[src/rtl/bit_word_aligner.sv]
// Serial-to-parallel word aligner: hunts for the 10-bit boundary of a (3,2)/(2,3)-balanced code,
// confirms it over several words, then emits aligned words with a one-cycle valid strobe.
module bit_word_aligner #(
  parameter int lock_words_p  = 4,
  parameter int unlock_errs_p = 3
) (
  input  logic       clk_i,
  input  logic       reset_n_i,
  input  logic       v_i,
  input  logic       bit_i,
  output logic [9:0] data_o,
  output logic       v_o,
  output logic       err_o,
  output logic       locked_o
);

  localparam int GoodW = $clog2(lock_words_p + 1);
  localparam int ErrW  = $clog2(unlock_errs_p + 1);

  typedef enum logic [1:0] {
    HUNT,
    CHECK,
    LOCKED
  } state_e;

  state_e           state_q, state_d;
  logic [9:0]       shift_q, shift_d;
  logic [3:0]       fill_q, fill_d;
  logic [3:0]       bit_cnt_q, bit_cnt_d;
  logic [GoodW-1:0] good_q, good_d;
  logic [ErrW-1:0]  err_cnt_q, err_cnt_d;
  logic [9:0]       data_q, data_d;
  logic             v_q, v_d;
  logic             err_q, err_d;

  logic [9:0] shift_n;
  logic [2:0] pop_hi, pop_lo;
  logic       legal, fill_done, boundary;

  function automatic logic [2:0] pop5(input logic [4:0] v);
    pop5 = 3'(v[0]) + 3'(v[1]) + 3'(v[2]) + 3'(v[3]) + 3'(v[4]);
  endfunction

  // The window always includes the bit arriving this beat.
  assign shift_n   = {shift_q[8:0], bit_i};
  assign pop_hi    = pop5(shift_n[9:5]);
  assign pop_lo    = pop5(shift_n[4:0]);
  assign legal     = ((pop_hi == 3'd3) && (pop_lo == 3'd2)) ||
                     ((pop_hi == 3'd2) && (pop_lo == 3'd3));
  assign fill_done = (fill_q >= 4'd9);
  assign boundary  = (bit_cnt_q == 4'd9);

  always_comb begin
    // NOTE: every next-state signal gets a default first so no path can infer a latch.
    state_d   = state_q;
    shift_d   = shift_q;
    fill_d    = fill_q;
    bit_cnt_d = bit_cnt_q;
    good_d    = good_q;
    err_cnt_d = err_cnt_q;
    data_d    = data_q;
    err_d     = err_q;
    v_d       = 1'b0;

    if (v_i) begin
      shift_d = shift_n;
      if (fill_q != 4'd10) fill_d = fill_q + 4'd1;

      unique case (state_q)
        HUNT: begin
          if (fill_done && legal) begin
            state_d   = CHECK;
            bit_cnt_d = 4'd0;
            good_d    = GoodW'(1);
          end
        end

        CHECK: begin
          if (boundary) begin
            bit_cnt_d = 4'd0;
            if (!legal) begin
              state_d = HUNT;
              good_d  = '0;
            end else if (good_q == GoodW'(lock_words_p - 1)) begin
              state_d   = LOCKED;
              good_d    = '0;
              err_cnt_d = '0;
            end else begin
              good_d = good_q + GoodW'(1);
            end
          end else begin
            bit_cnt_d = bit_cnt_q + 4'd1;
          end
        end

        LOCKED: begin
          if (boundary) begin
            bit_cnt_d = 4'd0;
            data_d    = shift_n;
            v_d       = 1'b1;
            err_d     = !legal;
            if (legal) begin
              err_cnt_d = '0;
            end else if (err_cnt_q == ErrW'(unlock_errs_p - 1)) begin
              // The word that trips the unlock is still emitted, flagged as an error.
              state_d   = HUNT;
              err_cnt_d = '0;
            end else begin
              err_cnt_d = err_cnt_q + ErrW'(1);
            end
          end else begin
            bit_cnt_d = bit_cnt_q + 4'd1;
          end
        end

        default: state_d = HUNT;
      endcase
    end
  end

  // NOTE: sequential state uses non-blocking assignments so all registers update together.
  always_ff @(posedge clk_i or negedge reset_n_i) begin
    if (!reset_n_i) begin
      state_q   <= HUNT;
      shift_q   <= '0;
      fill_q    <= '0;
      bit_cnt_q <= '0;
      good_q    <= '0;
      err_cnt_q <= '0;
      data_q    <= '0;
      v_q       <= 1'b0;
      err_q     <= 1'b0;
    end else begin
      state_q   <= state_d;
      shift_q   <= shift_d;
      fill_q    <= fill_d;
      bit_cnt_q <= bit_cnt_d;
      good_q    <= good_d;
      err_cnt_q <= err_cnt_d;
      data_q    <= data_d;
      v_q       <= v_d;
      err_q     <= err_d;
    end
  end

  assign data_o   = data_q;
  assign v_o      = v_q;
  assign err_o    = err_q;
  assign locked_o = (state_q == LOCKED);

endmodule

[config.mk]
export PLATFORM = sky130hd
export DESIGN_NAME = bit_word_aligner
export DESIGN_NICKNAME = d
export VERILOG_FILES = /design/src/rtl/bit_word_aligner.sv
export SDC_FILE = /design/constraint.sdc
export NUM_CORES = 1
export LEC_CHECK = 0
export BUFFER_PORTS_ARGS = -buffer_cell sky130_fd_sc_hd__clkbuf_2
export CORE_ASPECT_RATIO = 1.25
export CORE_MARGIN = 4
export CORE_UTILIZATION = 30
export CTS_BUF_LIST = sky130_fd_sc_hd__clkbuf_2 sky130_fd_sc_hd__clkbuf_4 sky130_fd_sc_hd__clkbuf_8
export DETAILED_ROUTE_END_ITERATION = 6
export PLACE_DENSITY_LB_ADDON = 0.12
export SLEW_MARGIN = 15
export SYNTH_ARGS = -nofsm -noshare
export SYNTH_HDL_FRONTEND = slang
export SYNTH_SLANG_ARGS = --single-unit
export TNS_END_PERCENT = 10
[constraint.sdc]
create_clock -name clk_i -period 3.04 [get_ports clk_i]
set_input_delay 0.152 -clock clk_i [delete_from_list [all_inputs] [get_ports clk_i]]
set_output_delay 0.152 -clock clk_i [all_outputs]
set_load 0.02 [all_outputs]
==> results.txt <==
DR vias - 1257
Tcrit/Tclk final - 0.9203
Initial DRC Count - 48
Worst Tran Pin Value - 0.9127 ns
Violated checks - hold timing
# H-tree levels - 2
Area share of the largest cell type after synthesis - 0.4607
Register clock-pin slew on the reported worst setup and hold paths - 0.07 ns
Area of the multi-input gates - 960.9 um^2
Detail Placement HPWL - 2.645 mm
Hold Fails Final Rpt - 18
Largest cells by area after synthesis - dfrtp_1 (46%), ha_1 (7.7%), mux2_2 (4.6%), fa_1 (4.1%), inv_1 (4.0%)
Fin util - 0.3574
Worst setup path start - shift_q[4]
Flop2flop setup slack - 0.24 ns
Power Internal - 1.142 mW
Outcome - finished, violations left
Global-route wire length before repair - 6.382 mm
Async S/R FF share, synth - 1.000
Buffers on Ports - 16
Clock power share - 0.197
DR pass1 iterations - 2
Remaining Overflow, GRT - 0
Post-Syn Area per Cell - 11.57 um^2
Initial antenna violation count - 0
Die H - 98.27 um
Slew headroom - 0.3916
# DRC - 0
Flop pwr share - 0.379
Top delay family on crit path - adder cells
Final TNS setup - 0 ns
Syn Std Cell Area - 1956 um^2
Max Clk Rate - 357.4 MHz
Max Clock Skew - 0.003977 ns
Syn_nets - 189
Power Total - 1.882 mW
Post-CTS setup buffers - 0
Post-DP Area - 2135 um^2
CP max stage cell - fa_1
Post-CTS resize count - 0
Hold WC Path Type - in2async
Largest net degree at the start of global routing - 37
CTS buffer count - 5
Antenna Cells - 0
Buffers & Inverters on Critical Path - 2
Register area - 900.9 um^2
Root Driver - clkbuf_8
Slew Limit Fails - 0
Bufs on Longest Clock Path - 2
Post-DRT Antenna Nets - 0
Max-Cap Viols - 0
Die area - 7883 um^2
Clock Sinks - 36
Fin Hold WS - -0.01183 ns
Routed wire length per instance - 12.84 um
Row cnt - 32
# setup viols final - 0
Layout cells sized above 1 - 0.2304
Max Fanout on Critical Path - 6
Hold_buf cts - 0
Number of flops mapped to enable cells by yosys - 0
Sw Pwr - 0.7402 mW
TritonCTS clock tree - yes
Clock Latency Late Sink - 0.28 ns
Ports - 17
Post-synth top flop - dfrtp_1
Combinational Power Share - 0.424
Final worst path period need - 2.798 ns
GR Util All Layers - 0.1024
Leakage - 1.099 nW
PwrDens - 843.1 nW/um^2
Maximum VDD drop - 0.2726 mV
Mapped Cells - 169
DIE WIDTH - 80.22 um
Area leader, netlist - dfrtp_1
Crit path DAT - 2.97 ns
Finished Cell Area - 2232 um^2
Core area - 6246 um^2
GPL Wtd Cong - 0.7557
R2R cell count - 9
Stages on worst setup path - 9
Vias in the first global route - 1304
Worst-path cell chain - inv_1 -> fa_1 -> inv_1 -> fa_1 -> ha_1 -> and4bb_2 -> a41oi_4 -> nor2_2 -> mux2_4
Final WL - 3.543 mm
Via-per-instance ratio - 4.554
Setup crit end kind - flip-flop
Sequential fraction of the synthesis area - 0.4607
Reg2reg end - good_q[1]
Kind of critical path - reg2reg
RSZ-0062 raised after global routing - false
Critical Path Source Type - flip-flop
Worst setup path end - good_q[1]
Area grow syn2layout - 14.14%
Critical path's largest stage delay - 0.52 ns
Switching fraction of total power - 0.3934
Number of fill cells - 676
Synth Register Bits - 36
Library cells used by synthesis - 45
Layout Nets - 210
Total number of yosys warnings - 0
Required time of the critical path - 3.21 ns
R2r startpoint - shift_q[4]
Initial core utilization - 0.3131
## worst register-to-register path, stage by stage, from the launching register on
cell and delay (ns):
dfrtp_1 0.35, inv_1 0.07, fa_1 0.52, inv_1 0.05, fa_1 0.36, ha_1 0.30, and4bb_2 0.35, a41oi_4 0.18
nor2_2 0.20, mux2_4 0.31
## power groups by stage
stage / sequential, mW / clock, mW / combinational, mW
after global placement: 0.715 / 0 / 0.795
after CTS: 0.715 / 0.387 / 0.814
after floorplan: 0.727 / 0 / 0.617
final: 0.713 / 0.370 / 0.798
after global routing: 0.736 / 0.404 / 0.899
after detailed placement: 0.722 / 0 / 0.811
## metrics by stage
stage | setup WS, ns | instances | hold WS, ns
2_1_floorplan | 0.3831 | 169 | -0.1436
3_3_place_gp | 0.2854 | 268 | 0.3241
3_5_place_dp | 0.2479 | 268 | 0.3546
4_1_cts | 0.2292 | 276 | 0.03158
5_1_grt | 0.09437 | 276 | 0.08035
6_report | 0.2423 | 276 | -0.01183
## per-layer routing
layer	global-route usage	part of all wire	vias to the layer above
met5	0	0	-
met4	0.03511	0.011	0
met3	0.02583	0.026	4
met2	0.1747	0.51	13
met1	0.1237	0.46	620
li1	-	-	620
## cell usage in the layout (no fill, tap or decap), types with 2 or more instances in the layout
cell,count
dfrtp_1,36
inv_1,21
clkbuf_2,16
nand2_1,14
ha_1,12
o21ai_0,10
mux2_2,8
mux2_1,7
nor2_1,6
clkbuf_8,6
nor2b_1,4
a21oi_1,4
fa_1,4
nand4_1,2
nor4_1,2
nand3_1,2
xnor2_1,2
o2bb2ai_1,2
mux2i_1,2
nor3_1,2
a21o_1,2
clkbuf_4,2
## how the worst min path moves through the flow
| stage | endpoint | slack (ns) | cells past startpoint |
|---|---|---|---|
| after floorplan | bit_cnt_q[0] | -0.14 | 0 |
| after global placement | fill_q[2] | 0.32 | 1 |
| after detailed placement | fill_q[2] | 0.35 | 1 |
| after CTS | fill_q[2] | 0.03 | 1 |
| after global routing | good_q[1] | 0.08 | 1 |
| final | fill_q[3] | -0.01 | 1 |
## state kept, by name (all words and copies together), names as in the netlist
name       flops
data_o        10
good_q         3
fill_q         4
err_cnt_q      2
err_o          1
state_q        2
shift_q        9
bit_cnt_q      4
v_o            1
## cell usage after synthesis (4+ instances only)
library cell / count
a21oi_1: 4
dfrtp_1: 36
fa_1: 4
ha_1: 12
inv_1: 21
mux2_1: 7
mux2_2: 8
nand2_1: 14
nor2_1: 6
nor2b_1: 4
o21ai_0: 10
## logic make-up after synthesis
logic type               after synthesis  share of synthesized area
AO/OA/AOI/OAI                         29                     0.1216
XOR/XNOR                               4                    0.02176
adder cells (fa/ha/maj)               16                     0.1177
buffers and inverters                 24                    0.04799
flip-flops                            36                     0.4607
multiplexers                          18                     0.1043
AND/OR/NAND/NOR                       42                     0.1260
## area by class of cell
class                   instances  area share
inverters                      21     0.03531
multi-input cells             109      0.4305
well taps                      85     0.04765
clock buffers                   8     0.04372
repair buffers                 17     0.03924
flip-flops and latches         36      0.4036
No activity file was read; power rests on OpenSTA's default activity.
